`config.mk`:
```
export PLATFORM = sky130hd
export DESIGN_NAME = pzcorebus_id_remapper_flat
export DESIGN_NICKNAME = d
export VERILOG_FILES = /design/src/rtl/pzcorebus_pkg.sv /design/src/rtl/pzcorebus_if.sv /design/src/rtl/pzcorebus_id_remapper_free_list.sv /design/src/rtl/pzcorebus_id_remapper.sv /design/src/flat_wrapper.sv
export SDC_FILE = /design/constraint.sdc
export NUM_CORES = 1
export LEC_CHECK = 0
export ABC_AREA = 0
export CELL_PAD_IN_SITES_DETAIL_PLACEMENT = 0
export CELL_PAD_IN_SITES_GLOBAL_PLACEMENT = 1
export CORE_MARGIN = 2
export CORE_UTILIZATION = 24
export CTS_CLUSTER_DIAMETER = 120
export DETAILED_ROUTE_END_ITERATION = 8
export HOLD_SLACK_MARGIN = 0.15
export PLACE_DENSITY = 0.87
export SETUP_SLACK_MARGIN = 0.15
export SLEW_MARGIN = 10
export SYNTH_ARGS = -nofsm -noshare
export SYNTH_HDL_FRONTEND = slang
export SYNTH_SLANG_ARGS = --single-unit
```
`constraint.sdc`:
```
create_clock -name i_clk -period 3.2 [get_ports i_clk]
set_clock_uncertainty 0.15 [all_clocks]
set_input_delay 0.64 -clock i_clk [delete_from_list [all_inputs] [get_ports i_clk]]
set_output_delay 0.64 -clock i_clk [all_outputs]
set_load 0.02 [all_outputs]
```
`src/rtl/pzcorebus_pkg.sv`:
```
// Shared bus types, default configuration and command classification.
// Optional feature macro used by the remapper: PZCOREBUS_ID_REMAPPER_ERROR_CHECK_EN.
package pzcorebus_pkg;

    typedef struct packed {
        int id_width;
        int addr_width;
        int data_width;
        int length_width;
        int info_width;
    } pzcorebus_config;

    localparam pzcorebus_config PZCOREBUS_DEFAULT_CONFIG = '{
        id_width:     8,
        addr_width:   16,
        data_width:   32,
        length_width: 4,
        info_width:   2
    };

    typedef enum logic [2:0] {
        PZCOREBUS_READ             = 3'd0,
        PZCOREBUS_WRITE            = 3'd1,
        PZCOREBUS_WRITE_NON_POSTED = 3'd2,
        PZCOREBUS_BROADCAST        = 3'd3,
        PZCOREBUS_ATOMIC           = 3'd4,
        PZCOREBUS_MESSAGE          = 3'd5
    } pzcorebus_command_type;

    typedef enum logic [0:0] {
        PZCOREBUS_RESPONSE           = 1'b0,
        PZCOREBUS_RESPONSE_WITH_DATA = 1'b1
    } pzcorebus_response_type;

    // Commands that will later receive a response and so need a tag.
    function automatic logic is_response_required(pzcorebus_command_type cmd);
        return (cmd == PZCOREBUS_READ)
            || (cmd == PZCOREBUS_WRITE_NON_POSTED)
            || (cmd == PZCOREBUS_ATOMIC);
    endfunction

endpackage

```
`src/rtl/pzcorebus_if.sv`:
```
// Command / data / response bus with initiator (master) and target (slave) views.
// Widths come from the bus configuration parameter.
interface pzcorebus_if #(
    parameter pzcorebus_pkg::pzcorebus_config BUS_CONFIG =
        pzcorebus_pkg::PZCOREBUS_DEFAULT_CONFIG
);
    localparam int IW = BUS_CONFIG.id_width;
    localparam int AW = BUS_CONFIG.addr_width;
    localparam int DW = BUS_CONFIG.data_width;
    localparam int LW = BUS_CONFIG.length_width;
    localparam int NW = BUS_CONFIG.info_width;

    logic                                 mcmd_valid;
    logic                                 scmd_accept;
    pzcorebus_pkg::pzcorebus_command_type mcmd;
    logic [IW-1:0]                        mid;
    logic [AW-1:0]                        maddr;
    logic [LW-1:0]                        mlength;
    logic [NW-1:0]                        minfo;

    logic                                 mdata_valid;
    logic                                 sdata_accept;
    logic [DW-1:0]                        mdata;
    logic                                 mdata_last;

    logic                                  sresp_valid;
    logic                                  mresp_accept;
    pzcorebus_pkg::pzcorebus_response_type sresp;
    logic [IW-1:0]                         sid;
    logic [DW-1:0]                         sdata;
    logic                                  sresp_last;

    modport master (
        output mcmd_valid, mcmd, mid, maddr, mlength, minfo,
        output mdata_valid, mdata, mdata_last,
        output mresp_accept,
        input  scmd_accept, sdata_accept,
        input  sresp_valid, sresp, sid, sdata, sresp_last
    );

    modport slave (
        input  mcmd_valid, mcmd, mid, maddr, mlength, minfo,
        input  mdata_valid, mdata, mdata_last,
        input  mresp_accept,
        output scmd_accept, sdata_accept,
        output sresp_valid, sresp, sid, sdata, sresp_last
    );
endinterface

```
`src/rtl/pzcorebus_id_remapper_free_list.sv`:
```
// Tag pool: free vector, lowest-free encoder, empty flag, outstanding count.
// PZCOREBUS_ID_REMAPPER_ERROR_CHECK_EN adds a free-state query port.
module pzcorebus_id_remapper_free_list #(
    parameter int TAG_WIDTH = 2
)(
    input  logic                 i_clk,
    input  logic                 i_rst_n,
    input  logic                 i_alloc,
    input  logic                 i_free,
    input  logic [TAG_WIDTH-1:0] i_free_tag,
`ifdef PZCOREBUS_ID_REMAPPER_ERROR_CHECK_EN
    input  logic [TAG_WIDTH-1:0] i_query_tag,
    output logic                 o_query_free,
`endif
    output logic [TAG_WIDTH-1:0] o_tag,
    output logic                 o_empty,
    output logic [TAG_WIDTH:0]   o_outstanding
);
    localparam int ENTRIES = 2 ** TAG_WIDTH;
    localparam logic [TAG_WIDTH:0] MAX_COUNT = ENTRIES[TAG_WIDTH:0];

    logic [ENTRIES-1:0] free_q;
    logic [ENTRIES-1:0] free_d;
    logic [TAG_WIDTH:0] count_q;
    logic [TAG_WIDTH:0] count_d;

    // Lowest-index free entry; scanning downward leaves the lowest hit.
    always_comb begin
        o_tag = '0;
        for (int i = ENTRIES - 1; i >= 0; i--) begin
            if (free_q[i]) begin
                o_tag = TAG_WIDTH'(i);
            end
        end
    end

    assign o_empty       = (free_q == '0);
    assign o_outstanding = count_q;

`ifdef PZCOREBUS_ID_REMAPPER_ERROR_CHECK_EN
    assign o_query_free = free_q[i_query_tag];
`endif

    // Release and claim; the two never hit the same index in one cycle.
    always_comb begin
        free_d = free_q;
        if (i_free) begin
            free_d[i_free_tag] = 1'b1;
        end
        if (i_alloc) begin
            free_d[o_tag] = 1'b0;
        end
    end

    // Saturating count of allocated tags.
    always_comb begin
        count_d = count_q;
        if (i_alloc && !i_free && (count_q != MAX_COUNT)) begin
            count_d = count_q + 1'b1;
        end else if (i_free && !i_alloc && (count_q != '0)) begin
            count_d = count_q - 1'b1;
        end
    end

    // Pool state registers.
    always_ff @(posedge i_clk or negedge i_rst_n) begin
        if (!i_rst_n) begin
            free_q  <= '1;
            count_q <= '0;
        end else begin
            free_q  <= free_d;
            count_q <= count_d;
        end
    end
endmodule

```
`src/rtl/pzcorebus_id_remapper.sv`:
```
// Compresses wide request IDs into a small tag pool and restores them on responses.
// PZCOREBUS_ID_REMAPPER_ERROR_CHECK_EN drops responses to free tags and flags o_error.
module pzcorebus_id_remapper
    import pzcorebus_pkg::*;
#(
    parameter pzcorebus_config BUS_CONFIG = PZCOREBUS_DEFAULT_CONFIG,
    parameter int ID_WIDTH  = BUS_CONFIG.id_width,
    parameter int TAG_WIDTH = 2
)(
    input  logic               i_clk,
    input  logic               i_rst_n,
    pzcorebus_if.slave         slave_if,
    pzcorebus_if.master        master_if,
    output logic [TAG_WIDTH:0] o_outstanding,
    output logic               o_busy,
    output logic               o_error
);
    localparam int ENTRIES = 2 ** TAG_WIDTH;

    logic                 rsp_req;
    logic                 empty;
    logic                 stall;
    logic                 alloc;
    logic                 free_strobe;
    logic                 rsp_drop;
    logic [TAG_WIDTH-1:0] alloc_tag;
    logic [TAG_WIDTH-1:0] rsp_tag;
    logic [ID_WIDTH-1:0]  id_table_q [ENTRIES];

    assign rsp_req = is_response_required(slave_if.mcmd);
    assign stall   = rsp_req && empty;
    assign rsp_tag = master_if.sid[TAG_WIDTH-1:0];

    assign master_if.mcmd_valid = slave_if.mcmd_valid && !stall;
    assign slave_if.scmd_accept = master_if.scmd_accept && !stall;
    assign master_if.mcmd       = slave_if.mcmd;
    assign master_if.mid        = rsp_req ? ID_WIDTH'(alloc_tag) : '0;
    assign master_if.maddr      = slave_if.maddr;
    assign master_if.mlength    = slave_if.mlength;
    assign master_if.minfo      = slave_if.minfo;

    assign master_if.mdata_valid = slave_if.mdata_valid;
    assign master_if.mdata       = slave_if.mdata;
    assign master_if.mdata_last  = slave_if.mdata_last;
    assign slave_if.sdata_accept = master_if.sdata_accept;

    assign slave_if.sresp_valid   = master_if.sresp_valid && !rsp_drop;
    assign slave_if.sresp         = master_if.sresp;
    assign slave_if.sid           = id_table_q[rsp_tag];
    assign slave_if.sdata         = master_if.sdata;
    assign slave_if.sresp_last    = master_if.sresp_last;
    assign master_if.mresp_accept = rsp_drop || slave_if.mresp_accept;

    assign alloc = master_if.mcmd_valid && master_if.scmd_accept && rsp_req;
    assign free_strobe = master_if.sresp_valid && master_if.mresp_accept
                      && master_if.sresp_last && !rsp_drop;

    pzcorebus_id_remapper_free_list #(
        .TAG_WIDTH (TAG_WIDTH)
    ) u_free_list (
        .i_clk         (i_clk),
        .i_rst_n       (i_rst_n),
        .i_alloc       (alloc),
        .i_free        (free_strobe),
        .i_free_tag    (rsp_tag),
`ifdef PZCOREBUS_ID_REMAPPER_ERROR_CHECK_EN
        .i_query_tag   (rsp_tag),
        .o_query_free  (rsp_drop),
`endif
        .o_tag         (alloc_tag),
        .o_empty       (empty),
        .o_outstanding (o_outstanding)
    );

    assign o_busy = (o_outstanding != '0);

    // Remember the original ID of each allocated tag.
    always_ff @(posedge i_clk or negedge i_rst_n) begin
        if (!i_rst_n) begin
            for (int i = 0; i < ENTRIES; i++) begin
                id_table_q[i] <= '0;
            end
        end else if (alloc) begin
            id_table_q[alloc_tag] <= slave_if.mid;
        end
    end

`ifdef PZCOREBUS_ID_REMAPPER_ERROR_CHECK_EN
    logic error_q;
    logic error_d;

    // A response carrying an unallocated tag latches the error until reset.
    always_comb begin
        error_d = error_q;
        if (master_if.sresp_valid && rsp_drop) begin
            error_d = 1'b1;
        end
    end

    // Sticky error register.
    always_ff @(posedge i_clk or negedge i_rst_n) begin
        if (!i_rst_n) begin
            error_q <= 1'b0;
        end else begin
            error_q <= error_d;
        end
    end

    assign o_error = error_q;
`else
    assign rsp_drop = 1'b0;
    assign o_error  = 1'b0;
`endif
endmodule
```
`src/flat_wrapper.sv`:
```
// flat-port wrapper written by rule: the top's interface ports become plain ports
module pzcorebus_id_remapper_flat import pzcorebus_pkg::*;
#(
    parameter pzcorebus_config BUS_CONFIG = PZCOREBUS_DEFAULT_CONFIG,
    parameter int ID_WIDTH  = BUS_CONFIG.id_width,
    parameter int TAG_WIDTH = 2
)
  (i_clk, i_rst_n, o_outstanding, o_busy, o_error, slave_if_mcmd_valid, slave_if_mcmd, slave_if_mid, slave_if_maddr, slave_if_mlength, slave_if_minfo, slave_if_mdata_valid, slave_if_mdata, slave_if_mdata_last, slave_if_mresp_accept, slave_if_scmd_accept, slave_if_sdata_accept, slave_if_sresp_valid, slave_if_sresp, slave_if_sid, slave_if_sdata, slave_if_sresp_last, master_if_mcmd_valid, master_if_mcmd, master_if_mid, master_if_maddr, master_if_mlength, master_if_minfo, master_if_mdata_valid, master_if_mdata, master_if_mdata_last, master_if_mresp_accept, master_if_scmd_accept, master_if_sdata_accept, master_if_sresp_valid, master_if_sresp, master_if_sid, master_if_sdata, master_if_sresp_last);
  pzcorebus_if #(.BUS_CONFIG(BUS_CONFIG)) slave_if_i ();
  pzcorebus_if #(.BUS_CONFIG(BUS_CONFIG)) master_if_i ();
  input  logic i_clk;
  input  logic i_rst_n;
  output logic [TAG_WIDTH:0] o_outstanding;
  output logic o_busy;
  output logic o_error;
  input wire logic [$bits(slave_if_i.mcmd_valid)-1:0] slave_if_mcmd_valid;
  input wire logic [$bits(slave_if_i.mcmd)-1:0] slave_if_mcmd;
  input wire logic [$bits(slave_if_i.mid)-1:0] slave_if_mid;
  input wire logic [$bits(slave_if_i.maddr)-1:0] slave_if_maddr;
  input wire logic [$bits(slave_if_i.mlength)-1:0] slave_if_mlength;
  input wire logic [$bits(slave_if_i.minfo)-1:0] slave_if_minfo;
  input wire logic [$bits(slave_if_i.mdata_valid)-1:0] slave_if_mdata_valid;
  input wire logic [$bits(slave_if_i.mdata)-1:0] slave_if_mdata;
  input wire logic [$bits(slave_if_i.mdata_last)-1:0] slave_if_mdata_last;
  input wire logic [$bits(slave_if_i.mresp_accept)-1:0] slave_if_mresp_accept;
  output wire logic [$bits(slave_if_i.scmd_accept)-1:0] slave_if_scmd_accept;
  output wire logic [$bits(slave_if_i.sdata_accept)-1:0] slave_if_sdata_accept;
  output wire logic [$bits(slave_if_i.sresp_valid)-1:0] slave_if_sresp_valid;
  output wire logic [$bits(slave_if_i.sresp)-1:0] slave_if_sresp;
  output wire logic [$bits(slave_if_i.sid)-1:0] slave_if_sid;
  output wire logic [$bits(slave_if_i.sdata)-1:0] slave_if_sdata;
  output wire logic [$bits(slave_if_i.sresp_last)-1:0] slave_if_sresp_last;
  output wire logic [$bits(master_if_i.mcmd_valid)-1:0] master_if_mcmd_valid;
  output wire logic [$bits(master_if_i.mcmd)-1:0] master_if_mcmd;
  output wire logic [$bits(master_if_i.mid)-1:0] master_if_mid;
  output wire logic [$bits(master_if_i.maddr)-1:0] master_if_maddr;
  output wire logic [$bits(master_if_i.mlength)-1:0] master_if_mlength;
  output wire logic [$bits(master_if_i.minfo)-1:0] master_if_minfo;
  output wire logic [$bits(master_if_i.mdata_valid)-1:0] master_if_mdata_valid;
  output wire logic [$bits(master_if_i.mdata)-1:0] master_if_mdata;
  output wire logic [$bits(master_if_i.mdata_last)-1:0] master_if_mdata_last;
  output wire logic [$bits(master_if_i.mresp_accept)-1:0] master_if_mresp_accept;
  input wire logic [$bits(master_if_i.scmd_accept)-1:0] master_if_scmd_accept;
  input wire logic [$bits(master_if_i.sdata_accept)-1:0] master_if_sdata_accept;
  input wire logic [$bits(master_if_i.sresp_valid)-1:0] master_if_sresp_valid;
  input wire logic [$bits(master_if_i.sresp)-1:0] master_if_sresp;
  input wire logic [$bits(master_if_i.sid)-1:0] master_if_sid;
  input wire logic [$bits(master_if_i.sdata)-1:0] master_if_sdata;
  input wire logic [$bits(master_if_i.sresp_last)-1:0] master_if_sresp_last;
  assign slave_if_i.mcmd_valid = slave_if_mcmd_valid;
  assign slave_if_i.mcmd = slave_if_mcmd;
  assign slave_if_i.mid = slave_if_mid;
  assign slave_if_i.maddr = slave_if_maddr;
  assign slave_if_i.mlength = slave_if_mlength;
  assign slave_if_i.minfo = slave_if_minfo;
  assign slave_if_i.mdata_valid = slave_if_mdata_valid;
  assign slave_if_i.mdata = slave_if_mdata;
  assign slave_if_i.mdata_last = slave_if_mdata_last;
  assign slave_if_i.mresp_accept = slave_if_mresp_accept;
  assign slave_if_scmd_accept = slave_if_i.scmd_accept;
  assign slave_if_sdata_accept = slave_if_i.sdata_accept;
  assign slave_if_sresp_valid = slave_if_i.sresp_valid;
  assign slave_if_sresp = slave_if_i.sresp;
  assign slave_if_sid = slave_if_i.sid;
  assign slave_if_sdata = slave_if_i.sdata;
  assign slave_if_sresp_last = slave_if_i.sresp_last;
  assign master_if_mcmd_valid = master_if_i.mcmd_valid;
  assign master_if_mcmd = master_if_i.mcmd;
  assign master_if_mid = master_if_i.mid;
  assign master_if_maddr = master_if_i.maddr;
  assign master_if_mlength = master_if_i.mlength;
  assign master_if_minfo = master_if_i.minfo;
  assign master_if_mdata_valid = master_if_i.mdata_valid;
  assign master_if_mdata = master_if_i.mdata;
  assign master_if_mdata_last = master_if_i.mdata_last;
  assign master_if_mresp_accept = master_if_i.mresp_accept;
  assign master_if_i.scmd_accept = master_if_scmd_accept;
  assign master_if_i.sdata_accept = master_if_sdata_accept;
  assign master_if_i.sresp_valid = master_if_sresp_valid;
  assign master_if_i.sresp = master_if_sresp;
  assign master_if_i.sid = master_if_sid;
  assign master_if_i.sdata = master_if_sdata;
  assign master_if_i.sresp_last = master_if_sresp_last;
  pzcorebus_id_remapper #(.BUS_CONFIG(BUS_CONFIG), .ID_WIDTH(ID_WIDTH), .TAG_WIDTH(TAG_WIDTH)) u_core (.i_clk(i_clk), .i_rst_n(i_rst_n), .slave_if(slave_if_i), .master_if(master_if_i), .o_outstanding(o_outstanding), .o_busy(o_busy), .o_error(o_error));
endmodule
```
# Yosys cells after proc, flatten, opt, wreduce, memory -nomap -nowiden
# Cells that the tools add are included.
# word_totals
register_bits,39
inputBits,116
output_inout_bits,119
word_cells,65
# classes
addsub,2
magnitude_cmp,7
eq_ne,3
mux,19
n_bitwise,5
n_reduce_logical,23
# ops
operator,n
bitwise mux 32 bit,1
2-to-1 mux 8 bit,3
binary-select mux 8 bit (select 2 bit),1
demux 8 bit (select 2 bit),1
logical AND 1 bit,14
2-to-1 mux 2 bit,5
2-to-1 mux 4 bit,2
">= comparator 3 bit, second input constant",2
"< comparator 2 x 3 -> 1 bit, second input constant",2
2-to-1 mux 3 bit,2
inverter 2 -> 3 bit,2
AND 4 bit,1
demux 1 bit (select 2 bit),2
">= comparator 2 x 1 -> 1 bit, second input constant",2
zero test 4 bit,1
inverter 4 bit,1
OR 4 bit,1
"adder 3 x 1 -> 3 bit, second input constant",1
"== test 3 x 2 -> 1 bit, second input constant",1
"== test 3 bit, second input constant",1
zero test 1 bit,3
zero test 3 bit,1
"< comparator 3 x 1 -> 1 bit, second input constant",1
"inequality test 3 bit, second input constant",1
5 further kinds,7

# Logic depth before layout (Yosys ltp)
# logic_depth
depth_word,13
depth_mapped,8
mapped_depth_nobuf,7

# By module
# A second synthesis with hierarchy kept.
# unflattened
cells_unflattened,247
hier_area_um2,2781.4
# modules_own_cells
mod,n_inst,cells_per_inst,area_per_inst_um2,seq_area_each_um2
pzcorebus_id_remapper,1,194,2301.0,800.8
pzcorebus_id_remapper_free_list,1,53,480.5,180.2

# Worst setup path after synthesis
# No wires, ideal clock.
# synth_path
kind,input to register
start,input port master_if_sresp_valid
end,"register u_core.u_free_list.count_q[2], in the netlist u_core.u_free_list.o_outstanding[2]"
setup_time_ps,143
t_arrival_ps,2134
required_ps,2907
path_slack_ps,773
stages,7
path_buffers,1
cell_sequence,and3_1 clkbuf_1 nor4_2 nand2_1 fa_1 a221oi_1 a211oi_1
# synth_via
elab_chain_cells,6
word_cells_on_any_way,9
cone_classes,1 x mux; 8 x reduce/logical
# synth_rtl
element,line,source
"start, declared",flat_wrapper.sv:45,input wire logic [$bits(master_if_i.sresp_valid)-1:0] master_if_sresp_valid;
logical AND 1 bit (*),pzcorebus_id_remapper.sv:55,assign free_strobe = master_if.sresp_valid && master_if.mresp_accept
logical AND 1 bit (*),pzcorebus_id_remapper.sv:56,&& master_if.sresp_last && !rsp_drop;
zero test 1 bit,pzcorebus_id_remapper_free_list.sv:58,if (i_alloc && !i_free && (count_q != MAX_COUNT)) begin
logical AND 1 bit (2 in series),pzcorebus_id_remapper_free_list.sv:58,
2-to-1 mux 3 bit or nonzero test 2 bit (tied branches),--,
"end signal, assigned",pzcorebus_id_remapper_free_list.sv:72,count_q <= count_d;
"end, declared",pzcorebus_id_remapper_free_list.sv:24,logic [TAG_WIDTH:0] count_q;
# Every way passes the cells marked *; elsewhere a longest branch is shown, timed or not.
# A chain may end at the register's enable or synchronous reset.

# Worst setup path in the final report
# layout_path
start,input port master_if_sid[0]
end,output port slave_if_sid[4]
# layout_via
elab_chain_cells,4
# layout_rtl
element,line,source
"start, declared",flat_wrapper.sv:47,input wire logic [$bits(master_if_i.sid)-1:0] master_if_sid;
inverter 2 -> 3 bit (implied by the code),pzcorebus_id_remapper.sv:49,assign slave_if.sid = id_table_q[rsp_tag];
binary-select mux 8 bit (select 2 bit),pzcorebus_id_remapper.sv:49,
2-to-1 mux 8 bit (implied by the code) (2 in series),pzcorebus_id_remapper.sv:49,
"end, declared",flat_wrapper.sv:30,output wire logic [$bits(slave_if_i.sid)-1:0] slave_if_sid;
# Every way passes these cells. The select of a mux whose other input is x is not followed.

==> flow_summary.json <==
{
  "root_buffer": "clkbuf_8",
  "cap_viol_max_count": 0,
  "synth_edf_count": 0,
  "regArea_um2": 981,
  "post_cts_buffers": 0,
  "cpPeakStageDelay_ps": 520,
  "place_area_um2": 2560,
  "die_area_um2": 12000,
  "overflow": 0,
  "ant_nets": 0,
  "routabilityCongestion": 0.815,
  "initial_core_util": 0.246,
  "r2r-start": "u_core.u_free_list.free_q[2]$_DFF_PN1_",
  "place_hpwl_um": 4280,
  "design_area_um2": 2660,
  "run_status": "finished, final reports clean",
  "syn_area_um2": 2680,
  "p_leak_nw": 1.13,
  "crit_required_ps": 2410,
  "crit_chain": "clkdlybuf4s50_1 -> buf_12 -> mux4_2 -> dlygate4sd2_1",
  "synthTopCellsByArea": "dfrtp_1 33%, buf_4 29%, mux2_2 13%",
  "path_class": "input port to output pin",
  "yosysWarnings": 0,
  "maxSlewViolCount": 0,
  "h-tree-depth": 2,
  "cp_slowest_cell": "mux4_2",
  "ys_seq_area_frac": 0.366,
  "wl_um": 5590,
  "crit_path_start_kind": "input port",
  "clock_path_buffers": 2,
  "dr.pass1.iters": 4,
  "fp.coreArea_um2": 10900,
  "num_io_pins": 235,
  "drt_iter0_markers": 40,
  "fp.dieH_um": 110,
  "nFillCells": 1158,
  "synth_seq_cells": 39,
  "grt_pass1_vias": 1515,
  "cts_tree": "built",
  "cts_made_buffers": 5,
  "syn-instance-count": 240,
  "synth-main-ff-cell": "dfrtp_1",
  "num_antenna_cells": 0,
  "area_delta_synth_final_pct": -0.840,
  "vdd_drop_max_mv": 0.382,
  "tightest_slew_ps": 863,
  "hold_viol": 0,
  "antenna_found_initial": 0,
  "clock_latency_ps": 280,
  "cts_hold_buf": 0,
  "ys_types": 39,
  "grt_max_degree": 40,
  "dr.max_layer_used": "met4",
  "fin_crit_ps": 2960,
  "endpoint_kind": "output pin",
  "setup_viol": 0,
  "synthDominantCellAreaShare": 0.326,
  "max_freq_mhz": 337,
  "routed-via-count": 1474,
  "crit_fanout": 9,
  "yosys.area.top_type": "dfrtp_1",
  "syn_area_per_cell_um2": 11.2,
  "startpoint": "master_if_sid[0]",
  "synth_common_cells": "103 x buf_4, 35 x dfrtp_1, 32 x mux2_2",
  "placement_rows": 38,
  "rsz0062_at_grt": "false",
  "power_density_nw_per_um2": 733,
  "cts.sinks": 39,
  "max_slew_margin": 0.425,
  "wl_met1_um": 2060,
  "yosysMostFrequentCell": "buf_4",
  "met3_length_um": 453,
  "via_per_inst": 4.41,
  "port_buffers": 41,
  "multi_input_area_um2": 935,
  "grt_use_total": 0.0937,
  "async_flop_share": 1.00,
  "grt_pass1_wl_um": 8370,
  "nets": 310,
  "die_w_um": 110,
  "period_share": 0.926,
  "hp-class": "input port to async pin",
  "routed-wl-met2_um": 2820,
  "wire_per_inst_um": 16.7,
  "fin_util": 0.244,
  "cts.clk_slew.worst_paths_ps": 80,
  "route.detailed.drc": 0,
  "arrival_ps": 2170,
  "drive_above_1_share": 0.335
}
==> cell families (layout without fill, tap and decap cells) <==
kind of cell | count (synthesis) | count (layout) | synth area share
buffers and inverters | 107 | 55 | 0.294
muxes | 41 | 41 | 0.205
DFF | 39 | 39 | 0.366
and+or+nand+nor | 34 | 34 | 0.0723
AOI/OAI and AO/OA | 16 | 16 | 0.0504
adders and majority gates | 1 | 1 | 0.00746
other | 1 | 7 | 0.00140
xor gates and xnor gates | 1 | 1 | 0.00327
==> per-stage QoR <==
stage	setup TNS [ps]	total power [mW]	std cells	hold slack, ps	worst slack (ps)
floorplan	0	1.47	246	194	773
global placement	-1.87	1.57	326	331	-1.06
detailed placement	-13.1	1.61	326	342	-11.1
CTS	0	1.98	334	334	214
global route	0	2.09	334	372	177
finish	0	1.95	334	311	236
==> where the power goes <==
| group | leakage, nW | internal [mW] | switching, mW |
|---|---|---|---|
| sequential | 0.487 | 0.704 | 0.135 |
| clock | 0.0581 | 0.232 | 0.174 |
| combinational | 0.590 | 0.384 | 0.320 |
| total | 1.13 | 1.32 | 0.629 |
==> repair_timing <==
item                       CTS  global route
gates resized for setup     12             0
setup endpoints to repair   12             1
pin swaps                    0             1
==> registers in the layout, indices dropped and copies added (netlist names) <==
signal / flops
u_core.id_table_q: 32
u_core.u_free_list.free_q: 4
u_core.u_free_list.o_outstanding: 3
==> worst paths after layout <==
path                                                                    to  slack, ps  cells after the start
max reg2reg                u_core.u_free_list.o_outstanding[2]$_DFFE_PN0P_       1140                      6
min                                       u_core.id_table_q[2]$_DFFE_PN0P_        310                      1
min in group i_clk                        u_core.id_table_q[3]$_DFFE_PN0P_        360                      1
max in group asynchronous                u_core.id_table_q[21]$_DFFE_PN0P_       2050                      1
max                                                        slave_if_sid[4]        240                      4
min reg2reg                               u_core.id_table_q[3]$_DFFE_PN0P_        360                      1
==> critical path: cells and delay by family <==
| kind | cells | cell delay [ps] |
|---|---|---|
| buffers and inverters | 3 | 1010 |
| muxes | 1 | 520 |
==> routing by layer <==
layer / global-route usage / vias up
li1: - / 619
met1: 0.105 / 730
met2: 0.156 / 93
met3: 0.0296 / 32
met4: 0.0552 / 0
met5: 0 / -
==> cell usage in the layout (no fill, tap or decap), types with 3 or more instances in the layout <==
master,netlist,layout
clkdlybuf4s50_1,0,28
nand3_1,3,3
nor2_1,8,8
buf_4,103,3
conb_1,1,7
dfrtp_1,35,35
clkbuf_8,0,5
mux2_2,32,32
nand2_1,8,8
dlygate4sd2_1,0,12
and2_1,3,3
mux4_2,8,8
dfstp_2,4,4
==> final cells by class <==
class / instances / area share
inverters: 1 / 0.00141
repair buffers: 46 / 0.170
flip-flops and latches: 39 / 0.369
clock inverters: 3 / 0.0165
multi-input cells: 100 / 0.351
well taps: 140 / 0.0659
clock buffers: 5 / 0.0259
Power figures use the tool's default switching activity.
